--- config.mk ---
export PLATFORM = sky130hd
export DESIGN_NAME = pb_multibot_if_flat
export DESIGN_NICKNAME = d
export VERILOG_FILES = /design/src/rtl/pb_multibot_pkg.sv /design/src/rtl/pb_multibot_if_if.sv /design/src/rtl/pb_multibot_chan.sv /design/src/rtl/pb_multibot_if.sv /design/src/flat_wrapper.sv
export SDC_FILE = /design/constraint.sdc
export NUM_CORES = 1
export LEC_CHECK = 0
export CAP_MARGIN = 10
export CORE_AREA = 2 2 125 127
export CTS_CLUSTER_SIZE = 10
export DETAILED_ROUTE_END_ITERATION = 10
export DIE_AREA = 0 0 127 129
export GPL_TIMING_DRIVEN = 0
export PLACE_DENSITY = 0.8
export SYNTH_ARGS = -nofsm -noshare
export SYNTH_HDL_FRONTEND = slang
export SYNTH_HIERARCHICAL = 1
export SYNTH_SLANG_ARGS = --single-unit
--- constraint.sdc ---
create_clock -name sysclk -period 2.6 [get_ports sysclk]
set_clock_uncertainty 0.05 [all_clocks]
set_input_delay 0.65 -clock sysclk [delete_from_list [all_inputs] [get_ports sysclk]]
set_output_delay 0.65 -clock sysclk [all_outputs]
set_load 0.05 [all_outputs]
--- src/rtl/pb_multibot_pkg.sv ---
// pb_multibot_pkg: port map, IRQ state type and channel limit for pb_multibot_if
package pb_multibot_pkg;
  localparam int MAX_BOTS = 8;
  localparam logic [7:0] P_BTNS  = 8'h00;
  localparam logic [7:0] P_SWLO  = 8'h01;
  localparam logic [7:0] P_SWHI  = 8'h02;
  localparam logic [7:0] P_BANK  = 8'h03;
  localparam logic [7:0] P_PEND  = 8'h04;
  localparam logic [7:0] P_W1C   = 8'h05;
  localparam logic [7:0] P_MASK  = 8'h06;
  localparam logic [7:0] P_LOCX  = 8'h08;
  localparam logic [7:0] P_RMD   = 8'h0D;
  localparam logic [7:0] P_MOT   = 8'h0E;
  localparam logic [7:0] P_DIG   = 8'h10;
  localparam logic [7:0] P_DP    = 8'h18;
  localparam logic [7:0] P_LEDLO = 8'h19;
  localparam logic [7:0] P_LEDHI = 8'h1A;
  typedef enum logic [1:0] {IRQ_IDLE, IRQ_ASSERT, IRQ_SERVICE} irq_state_t;
endpackage

--- src/rtl/pb_multibot_if_if.sv ---
// pb_multibot_if_if: KCPSM6 port bus (address, data, strobes, interrupt handshake)
interface pb_multibot_if_if;
  logic [7:0] port_id;
  logic [7:0] io_data_in;
  logic [7:0] io_data_out;
  logic       write_strobe;
  logic       k_write_strobe;
  logic       read_strobe;
  logic       interrupt;
  logic       interrupt_ack;
  modport master (output port_id, io_data_in, write_strobe, k_write_strobe, read_strobe, interrupt_ack,
                  input io_data_out, interrupt);
  modport slave  (input port_id, io_data_in, write_strobe, k_write_strobe, read_strobe, interrupt_ack,
                  output io_data_out, interrupt);
endinterface

--- src/rtl/pb_multibot_chan.sv ---
// pb_multibot_chan: one bot channel - status view, motctl register, pending bit
// PB_MULTIBOT_SNAPSHOT_EN: status is shadowed on i_upd instead of passed through live
module pb_multibot_chan (
  input  logic            clk,
  input  logic            rst,
  input  logic [5:0][7:0] i_stat,
  input  logic            i_upd,
  input  logic            i_w1c,
  input  logic            i_mot_we,
  input  logic [7:0]      i_mot,
  output logic [5:0][7:0] o_stat,
  output logic [7:0]      o_mot,
  output logic            o_pend
);
  logic [7:0] r_mot;
  logic       r_pend;
  always_ff @(posedge clk or posedge rst)
    if (rst) begin
      r_mot  <= '0;
      r_pend <= 1'b0;
    end else begin
      if (i_mot_we) r_mot <= i_mot;
      r_pend <= i_upd | (r_pend & ~i_w1c);
    end
  assign o_mot  = r_mot;
  assign o_pend = r_pend;
`ifdef PB_MULTIBOT_SNAPSHOT_EN
  logic [5:0][7:0] r_shadow;
  always_ff @(posedge clk or posedge rst)
    if (rst) r_shadow <= '0;
    else if (i_upd) r_shadow <= i_stat;
  assign o_stat = r_shadow;
`else
  assign o_stat = i_stat;
`endif
endmodule

--- src/rtl/pb_multibot_if.sv ---
// pb_multibot_if: KCPSM6 port-mapped bridge for NUM_BOTS bots with banked access and masked IRQ
// PB_MULTIBOT_SNAPSHOT_EN: status reads return per-channel shadows captured on upd_sysregs
module pb_multibot_if import pb_multibot_pkg::*; #(
  parameter int NUM_BOTS = 2
) (
  input  logic                  sysclk,
  input  logic                  sysreset,
  pb_multibot_if_if.slave       bus,
  input  logic [5:0]            dbbtns,
  input  logic [15:0]           switches,
  input  logic [8*NUM_BOTS-1:0] locx,
  input  logic [8*NUM_BOTS-1:0] locy,
  input  logic [8*NUM_BOTS-1:0] botinfo,
  input  logic [8*NUM_BOTS-1:0] sensors,
  input  logic [8*NUM_BOTS-1:0] lmdist,
  input  logic [8*NUM_BOTS-1:0] rmdist,
  input  logic [NUM_BOTS-1:0]   upd_sysregs,
  output logic [8*NUM_BOTS-1:0] motctl,
  output logic [39:0]           digits,
  output logic [7:0]            dp,
  output logic [15:0]           leds
);
  logic [2:0]          r_bank;
  logic [NUM_BOTS-1:0] r_mask;
  irq_state_t          r_state, w_next;
  logic [5:0][7:0]     w_stat [MAX_BOTS];
  logic [7:0]          w_mot [MAX_BOTS];
  logic [MAX_BOTS-1:0] w_pend;
  logic [7:0]          w_mask8, w_rd, w_port, w_data;
  logic                w_wr, w_irq_any, w_unused;
  assign w_port    = bus.port_id;
  assign w_data    = bus.io_data_in;
  assign w_wr      = bus.write_strobe;
  assign w_mask8   = 8'(r_mask);
  assign w_irq_any = |(w_pend & w_mask8);
  assign w_unused  = bus.read_strobe;
  // Channels beyond NUM_BOTS read as zero, so out-of-range banks need no extra decode
  genvar i;
  generate
    for (i = 0; i < MAX_BOTS; i++) begin : g_ch
      if (i < NUM_BOTS) begin : g_on
        pb_multibot_chan u_chan (
          .clk      (sysclk),
          .rst      (sysreset),
          .i_stat   ({rmdist[8*i+:8], lmdist[8*i+:8], sensors[8*i+:8], botinfo[8*i+:8], locy[8*i+:8], locx[8*i+:8]}),
          .i_upd    (upd_sysregs[i]),
          .i_w1c    (w_wr && w_port == P_W1C && w_data[i]),
          .i_mot_we (w_wr && w_port == P_MOT && r_bank == 3'(i)),
          .i_mot    (w_data),
          .o_stat   (w_stat[i]),
          .o_mot    (w_mot[i]),
          .o_pend   (w_pend[i])
        );
        assign motctl[8*i+:8] = w_mot[i];
      end else begin : g_off
        assign w_stat[i] = '0;
        assign w_mot[i]  = '0;
        assign w_pend[i] = 1'b0;
      end
    end
  endgenerate
  always_comb begin
    w_rd = 8'h00;
    case (w_port)
      P_BTNS:  w_rd = {2'b00, dbbtns};
      P_SWLO:  w_rd = switches[7:0];
      P_SWHI:  w_rd = switches[15:8];
      P_BANK:  w_rd = {5'b0, r_bank};
      P_PEND:  w_rd = w_pend;
      P_MASK:  w_rd = w_mask8;
      P_MOT:   w_rd = w_mot[r_bank];
      default: w_rd = (w_port >= P_LOCX && w_port <= P_RMD) ? w_stat[r_bank][w_port[2:0]] : 8'h00;
    endcase
  end
  always_ff @(posedge sysclk or posedge sysreset)
    if (sysreset) begin
      bus.io_data_out <= '0;
      r_bank          <= '0;
      r_mask          <= '1;
      digits          <= '0;
      dp              <= '0;
      leds            <= '0;
    end else begin
      bus.io_data_out <= w_rd;
      if (w_wr) begin
        if (w_port == P_BANK) r_bank <= w_data[2:0];
        if (w_port == P_MASK) r_mask <= w_data[NUM_BOTS-1:0];
        if (w_port[7:3] == P_DIG[7:3]) digits[5*w_port[2:0]+:5] <= w_data[4:0];
        if (w_port == P_DP) dp <= w_data;
        if (w_port == P_LEDLO) leds[7:0] <= w_data;
        if (w_port == P_LEDHI) leds[15:8] <= w_data;
      end else if (bus.k_write_strobe) begin
        if (!w_port[3]) digits[5*w_port[2:0]+:5] <= w_data[4:0];
        else if (w_port[2:0] == 3'd0) dp <= w_data;
      end
    end
  always_ff @(posedge sysclk or posedge sysreset)
    if (sysreset) r_state <= IRQ_IDLE;
    else r_state <= w_next;
  always_comb begin
    w_next = r_state;
    case (r_state)
      IRQ_IDLE:    w_next = w_irq_any ? IRQ_ASSERT : IRQ_IDLE;
      IRQ_ASSERT:  w_next = bus.interrupt_ack ? IRQ_SERVICE : (w_irq_any ? IRQ_ASSERT : IRQ_IDLE);
      IRQ_SERVICE: w_next = w_irq_any ? IRQ_SERVICE : IRQ_IDLE;
      default:     w_next = IRQ_IDLE;
    endcase
  end
  assign bus.interrupt = r_state == IRQ_ASSERT;
endmodule

--- src/flat_wrapper.sv ---
// flat-port wrapper written by rule: the top's interface ports become plain ports
module pb_multibot_if_flat import pb_multibot_pkg::*;
#(
  parameter int NUM_BOTS = 2
)
  (sysclk, sysreset, dbbtns, switches, locx, locy, botinfo, sensors, lmdist, rmdist, upd_sysregs, motctl, digits, dp, leds, bus_port_id, bus_io_data_in, bus_write_strobe, bus_k_write_strobe, bus_read_strobe, bus_interrupt_ack, bus_io_data_out, bus_interrupt);
  pb_multibot_if_if bus_i ();
  input  logic sysclk;
  input  logic sysreset;
  input  logic [5:0] dbbtns;
  input  logic [15:0] switches;
  input  logic [8*NUM_BOTS-1:0] locx;
  input  logic [8*NUM_BOTS-1:0] locy;
  input  logic [8*NUM_BOTS-1:0] botinfo;
  input  logic [8*NUM_BOTS-1:0] sensors;
  input  logic [8*NUM_BOTS-1:0] lmdist;
  input  logic [8*NUM_BOTS-1:0] rmdist;
  input  logic [NUM_BOTS-1:0] upd_sysregs;
  output logic [8*NUM_BOTS-1:0] motctl;
  output logic [39:0] digits;
  output logic [7:0] dp;
  output logic [15:0] leds;
  input wire logic [$bits(bus_i.port_id)-1:0] bus_port_id;
  input wire logic [$bits(bus_i.io_data_in)-1:0] bus_io_data_in;
  input wire logic [$bits(bus_i.write_strobe)-1:0] bus_write_strobe;
  input wire logic [$bits(bus_i.k_write_strobe)-1:0] bus_k_write_strobe;
  input wire logic [$bits(bus_i.read_strobe)-1:0] bus_read_strobe;
  input wire logic [$bits(bus_i.interrupt_ack)-1:0] bus_interrupt_ack;
  output wire logic [$bits(bus_i.io_data_out)-1:0] bus_io_data_out;
  output wire logic [$bits(bus_i.interrupt)-1:0] bus_interrupt;
  assign bus_i.port_id = bus_port_id;
  assign bus_i.io_data_in = bus_io_data_in;
  assign bus_i.write_strobe = bus_write_strobe;
  assign bus_i.k_write_strobe = bus_k_write_strobe;
  assign bus_i.read_strobe = bus_read_strobe;
  assign bus_i.interrupt_ack = bus_interrupt_ack;
  assign bus_io_data_out = bus_i.io_data_out;
  assign bus_interrupt = bus_i.interrupt;
  pb_multibot_if #(.NUM_BOTS(NUM_BOTS)) u_core (.sysclk(sysclk), .sysreset(sysreset), .bus(bus_i), .dbbtns(dbbtns), .switches(switches), .locx(locx), .locy(locy), .botinfo(botinfo), .sensors(sensors), .lmdist(lmdist), .rmdist(rmdist), .upd_sysregs(upd_sysregs), .motctl(motctl), .digits(digits), .dp(dp), .leds(leds));
endmodule
* Word level (Yosys, flattened, before mapping)
Cells that the tools add are included.
** Word-level totals
- Memory bits (read-only) :: 0
- Flip-flop bits (word level) :: 97
- RAM bits :: 0
- Input bits :: 142
- Latch bits :: 0
- Memories :: 0
** Operators by class
- Reduce and logical (&&, ||, !) cells :: 21
- $mul :: 1
- Eq/ne operators :: 17
- Div/mod/pow operators :: 0
- Bitwise operators :: 8
- $lt $le $gt $ge :: 4
- $add $sub $neg :: 1
- Shift-type cells :: 2
- Mux-type cells :: 24
** Operator list (count)
- two-way mux 40 bit :: 4
- binary-select mux 48 bit (select 3 bit) :: 1
- two-way mux 48 bit :: 2
- two-way mux 8 bit :: 9
- case mux 8 bit (7 select lines) :: 1
- binary-select mux 8 bit (select 3 bit) :: 2
- bitwise mux 40 bit :: 1
- variable shift 5 x 34 -> 40 bit, first input constant :: 1
- variable part select 5 x 34 -> 40 bit :: 1
- negation 6 -> 34 bit :: 1
- equality test 8 x 3 -> 1 bit, second input constant :: 3
- equality test 8 x 5 -> 1 bit, second input constant :: 3
- equality test 8 x 2 -> 1 bit, second input constant :: 2
- equality test 8 x 1 -> 1 bit, second input constant :: 1
- equality test 8 x 4 -> 1 bit, second input constant :: 1
- greater-or-equal comparator 8 x 4 -> 1 bit, second input constant :: 1
- <= comparator 8 x 4 -> 1 bit, second input constant :: 1
- logical NOT 8 bit :: 1
- AND reduction 2 bit :: 4
- OR reduction 8 bit :: 1
- logical AND 1 bit :: 7
- logical NOT 3 bit :: 2
- multiplier 3 x 3 -> 6 bit, first input constant :: 1
- inequality test 2 x 1 -> 1 bit, second input constant :: 3
- other kinds (18) :: 24

* Longest topological paths before layout
- Word-level depth :: 8
- Mapped depth :: 9
- Mapped depth without buffers :: 7

* Cells and area by module
Netlist, hierarchy kept.
** By module, submodules not included
- pb_multibot_if :: area an instance 4466.8 um2, times used 1, cells each 352
- pb_multibot_chan :: area an instance 732.0 um2, times used 2, cells each 69

* Least setup slack after synthesis
OpenSTA, ideal clock, no wires.
- Path type :: input to register
- Start point :: input bus_port_id[0]
- End point :: register u_core.digits[32]
- Setup slack :: -0.056 ns
- Library setup time :: 0.125 ns
- Arrival time :: 2.481 ns
- Buffers on the path :: 2
- Cell stages on the path :: 7
- Path through :: buf_4 > inv_1 > ha_1 > clkbuf_1 > or4b_1 > nor3b_4 > mux2_2
** Between the ends
- Cells in the longest elaborated chain, start to end :: 7
** Ends and longest elaborated chain
- from (decl) :: line flat_wrapper.sv:23 : input wire logic [$bits(bus_i.port_id)-1:0] bus_port_id;
- multiplier 3 x 3 -> 6 bit (*) :: line pb_multibot_if.sv:88, pb_multibot_if.sv:93
- negation 6 -> 34 bit (*) :: line pb_multibot_if.sv:88, pb_multibot_if.sv:93
- variable part select 5 x 34 -> 40 bit / variable shift 5 x 34 -> 40 bit (equally long branches) :: line pb_multibot_if.sv:88, pb_multibot_if.sv:93
- bitwise mux 40 bit (*) :: line pb_multibot_if.sv:88, pb_multibot_if.sv:93
- two-way mux 40 bit :: line pb_multibot_if.sv:93 : if (!w_port[3]) digits[5*w_port[2:0]+:5] <= w_data[4:0];
- two-way mux 40 bit :: line pb_multibot_if.sv:92 : end else if (bus.k_write_strobe) begin
- two-way mux 40 bit (*) :: line pb_multibot_if.sv:85 : if (w_wr) begin
- to (signal, indexed assignment) :: line pb_multibot_if.sv:88 : if (w_port[7:3] == P_DIG[7:3]) digits[5*w_port[2:0]+:5] <= w_data[4:0];
- to (signal, indexed assignment) :: line pb_multibot_if.sv:93
- to (decl) :: line pb_multibot_if.sv:19 : output logic [39:0] digits,
Mark *: on every way between the ends. The rest lies on a longest branch, timed or not. The select of a mux whose other input is x is not followed.
A chain may end at the register's enable or synchronous reset.

* Worst setup path in the final report
- Start point :: input bus_port_id[0]
- End point :: register u_core.digits[31]
The elaborated chain is that of the path after synthesis.

==> results.yml <==
status:
  outcome: "complete, no violations"
synth:
  synth_area_leaders: "dfrtp_1 40%, mux2_2 15%, buf_4 13%"
  yosysTopAreaCellShare_pct: 40.1
  yosys_register_bits: 97
  ys_types: 49
  ys.flop_type: "dfrtp_1"
  ys_top_cells_by_count: "101 x buf_4, 95 x dfrtp_1, 80 x mux2_2"
  synthMuxAreaShare_pct: 27.8
  yosysSeqAreaShare_pct: 41.0
  synthXorXnorAreaFrac_pct: 0
  yosys.area_share.simple_pct: 8.16
  synth_edf_count: 0
  synth-adder-area-share_pct: 1.27
  synth_top_family_by_area: "multiplexers"
  synth.net_count: 638
  synthCells: 490
  synth_compound_area_share_pct: 6.60
  async_reset_ff_share_pct: 100
  synth_top_cell_by_area: "dfrtp_1"
  synth_most_common_cell: "buf_4"
  synth_area_sq_um: 5930
  avgSynthCellArea_sq_um: 12.1
  yosysWarnings: 6
placed_design:
  port_buffers: 131
  gp_congestion: 0.904
  placed_area_sq_um: 7500
  dp_hpwl_microns: 13600
critical_path:
  critPathCaptureType: "register"
  crit_type: "in2reg"
  worstSetupStartpointType: "input port"
  cp_max_fo: 10
  worstPathRequired_ns: 2.77
  arrival_ns: 2.72
timing:
  worstMarginPinSlew_ns: 0.831
  finalCritPeriodShare_pct: 98.0
  fmax_mhz: 393
  hold_viol: 0
  finalSetupViolCount: 0
  fin_crit_ns: 2.55
  slew_violations: 0
  relSlewSlack_pct: 44.5
route:
  firstDrtPassIters: 4
  routedWlPerCell_microns: 21.1
  vias: 4394
  drtIter0Drc: 257
  viasPerCell: 5.28
  route.detailed.drc: 0
  ant_nets: 0
  routed_wl_microns: 17500
finish:
  diodes: 0
  post-route-util_pct: 52.8
  layout-drive-gt1-share_pct: 40.8
  fin_nets: 787
  final_cell_area_sq_um: 7910
  area_growth_pct: 33.4
pwr:
  p_leak_nw: 3.51
  power_frac_comb_pct: 32.4
  totalPowerFinal_w: 0.00456
  power.net_switching_w: 0.00151
  ir_worst_vdd_mv: 0.408
  power_switching_share_pct: 33.1
  p_seq_share_pct: 38.3
  p_clk_share_pct: 29.2
  p_per_area_nw_per_um2: 576
  p_int_w: 0.00305
floorplanning:
  die_h_microns: 129
  pin_count: 231
  die-area_sq_um: 16400
  start_util_pct: 39.6
  die_w_microns: 127
  core_area_sq_um: 15000
  num_rows: 45
grt:
  antenna_found_initial: 0
  grt_pass1_wl_microns: 26700
  grt_max_degree: 45
  track_usage_pct: 21.3
  grt-ovfl-total: 0
  first_global_vias: 4839
clock_tree:
  cts_root_buf: "clkbuf_16"
  cts.sinks: 97
  clk_latency_ns: 0.34
  clkSlewWorstSetupHoldPaths_ns: 0.07
  clk_path_buf_depth: 2
  htree_levels: 3
  cts_made_buffers: 9
  tritoncts: "built"
flow_run:
  drv_cap: 0
hold_path:
  hp-class: "reg2reg"
==> final cells by class <==
type	count	area [sq um]
Buffer	121	875
Clock buffer	12	246
Clock inverter	4	51.3
Fill cell	1302	7060
Inverter	8	37.5
Multi-Input combinational cell	262	2640
Sequential cell	97	2430
Tap cell	188	235
Timing Repair Buffer	140	1400
==> per-stage QoR <==
step / hold WS (ns) / setup WS, ns / std cells / setup TNS (ns)
final: 0.422 / 0.0523 / 832 / 0
after detailed placement: 0.412 / -1.05 / 810 / -75.74
after global routing: 0.457 / -0.00338 / 832 / -0.00528
after floorplan: 0.378 / 0.0130 / 490 / 0
after global placement: 0.391 / -1.03 / 809 / -69.87
after CTS: 0.420 / 0.0321 / 827 / 0
==> layout by cell type (no fill, tap or decap), types with 4 or more instances in the layout <==
cell type        netlist  routed
clkdlybuf4s50_1        0     125
buf_4                101     108
dfrtp_1               95      95
mux2_2                80      80
mux2i_1               24      24
mux2_4                16      16
nand2_1               14      14
clkbuf_1              15      12
mux4_2                12      12
o22ai_1               12      12
clkbuf_16              0       9
nor2_1                 8       8
a22oi_1                8       8
a211oi_1               7       7
and3_1                 6       6
nor3_1                 6       6
ha_1                   6       6
and2_1                 5       5
inv_1                  8       5
o221ai_1               5       5
a22o_1                 5       5
dlymetal6s2s_1         0       4
nand3_1                4       4
buf_6                  3       4
==> state kept, by name (all words and copies together), names as in the netlist <==
name                            cells
u_core/digits                      40
u_core/g_ch.g_on.u_chan/o_mot      16
u_core/leds                        16
u_core/bus.io_data_out              8
u_core/dp                           8
u_core/r_bank                       3
u_core/g_ch.g_on.u_chan/o_pend      2
u_core/r_mask                       2
u_core/r_state                      2
==> power by group through the flow <==
stage	Sequential (W)	Combinational [W]	Clock, W
6_report	0.00175	0.00148	0.00133
5_1_grt	0.00177	0.00154	0.00145
4_1_cts	0.00175	0.00148	0.00136
3_5_place_dp	0.00177	0.00147	0
3_3_place_gp	0.00176	0.00144	0
2_1_floorplan	0.00227	0.000451	0
==> worst max-delay path, cell delays in order <==
cell and delay, ns:
buf_4 0.15, buf_8 0.16, clkinvlp_4 0.12, ha_1 0.28, clkbuf_4 0.17, or4b_4 0.49
nor3b_4 0.21, buf_6 0.15, mux2_2 0.33
==> metal layers <==
layer / vias to the layer above / global-route usage [%] / part of all wire [%]
li1: 1996 / - / -
met1: 2217 / 27.2 / 42
met2: 158 / 37.1 / 50
met3: 23 / 4.78 / 6.2
met4: 0 / 4.98 / 1.3
met5: - / 0 / 0
==> timing repair <==
action | CTS | global route
endpoints found under the setup margin | 90 | 46
hold buffers | 0 | 0
resized for setup | 19 | 12
buffers inserted | 2 | 6
cloned | 0 | 0
pin swaps | 2 | 3
==> worst paths after layout <==
kind	slack, ns	cells after the start	end	from
worst max register to register	0.37	7	u_core/bus.io_data_out[5]$_DFF_PP0_	u_core/r_bank[0]$_DFFE_PP0P_
worst max-delay path	0.05	9	u_core/digits[31]$_DFFE_PP0P_	bus_port_id[0]
max in group asynchronous	0.99	3	u_core/digits[16]$_DFFE_PP0P_	sysreset
min in group asynchronous	0.64	2	u_core/g_ch[1].g_on.u_chan/o_mot[5]$_DFFE_PP0P_	sysreset
worst min-delay path	0.42	1	u_core/r_state[0]$_DFF_PP0_	u_core/r_state[1]$_DFF_PP0_
worst min register to register	0.42	1	u_core/r_state[0]$_DFF_PP0_	u_core/r_state[1]$_DFF_PP0_
==> kinds of logic after synthesis <==
group / Yosys count
mux: 132
buf+inv: 131
flops: 97
simple gates: 74
compound gates: 50
fa+ha+maj: 6
Note: power is estimated with default switching activity, not from simulation.
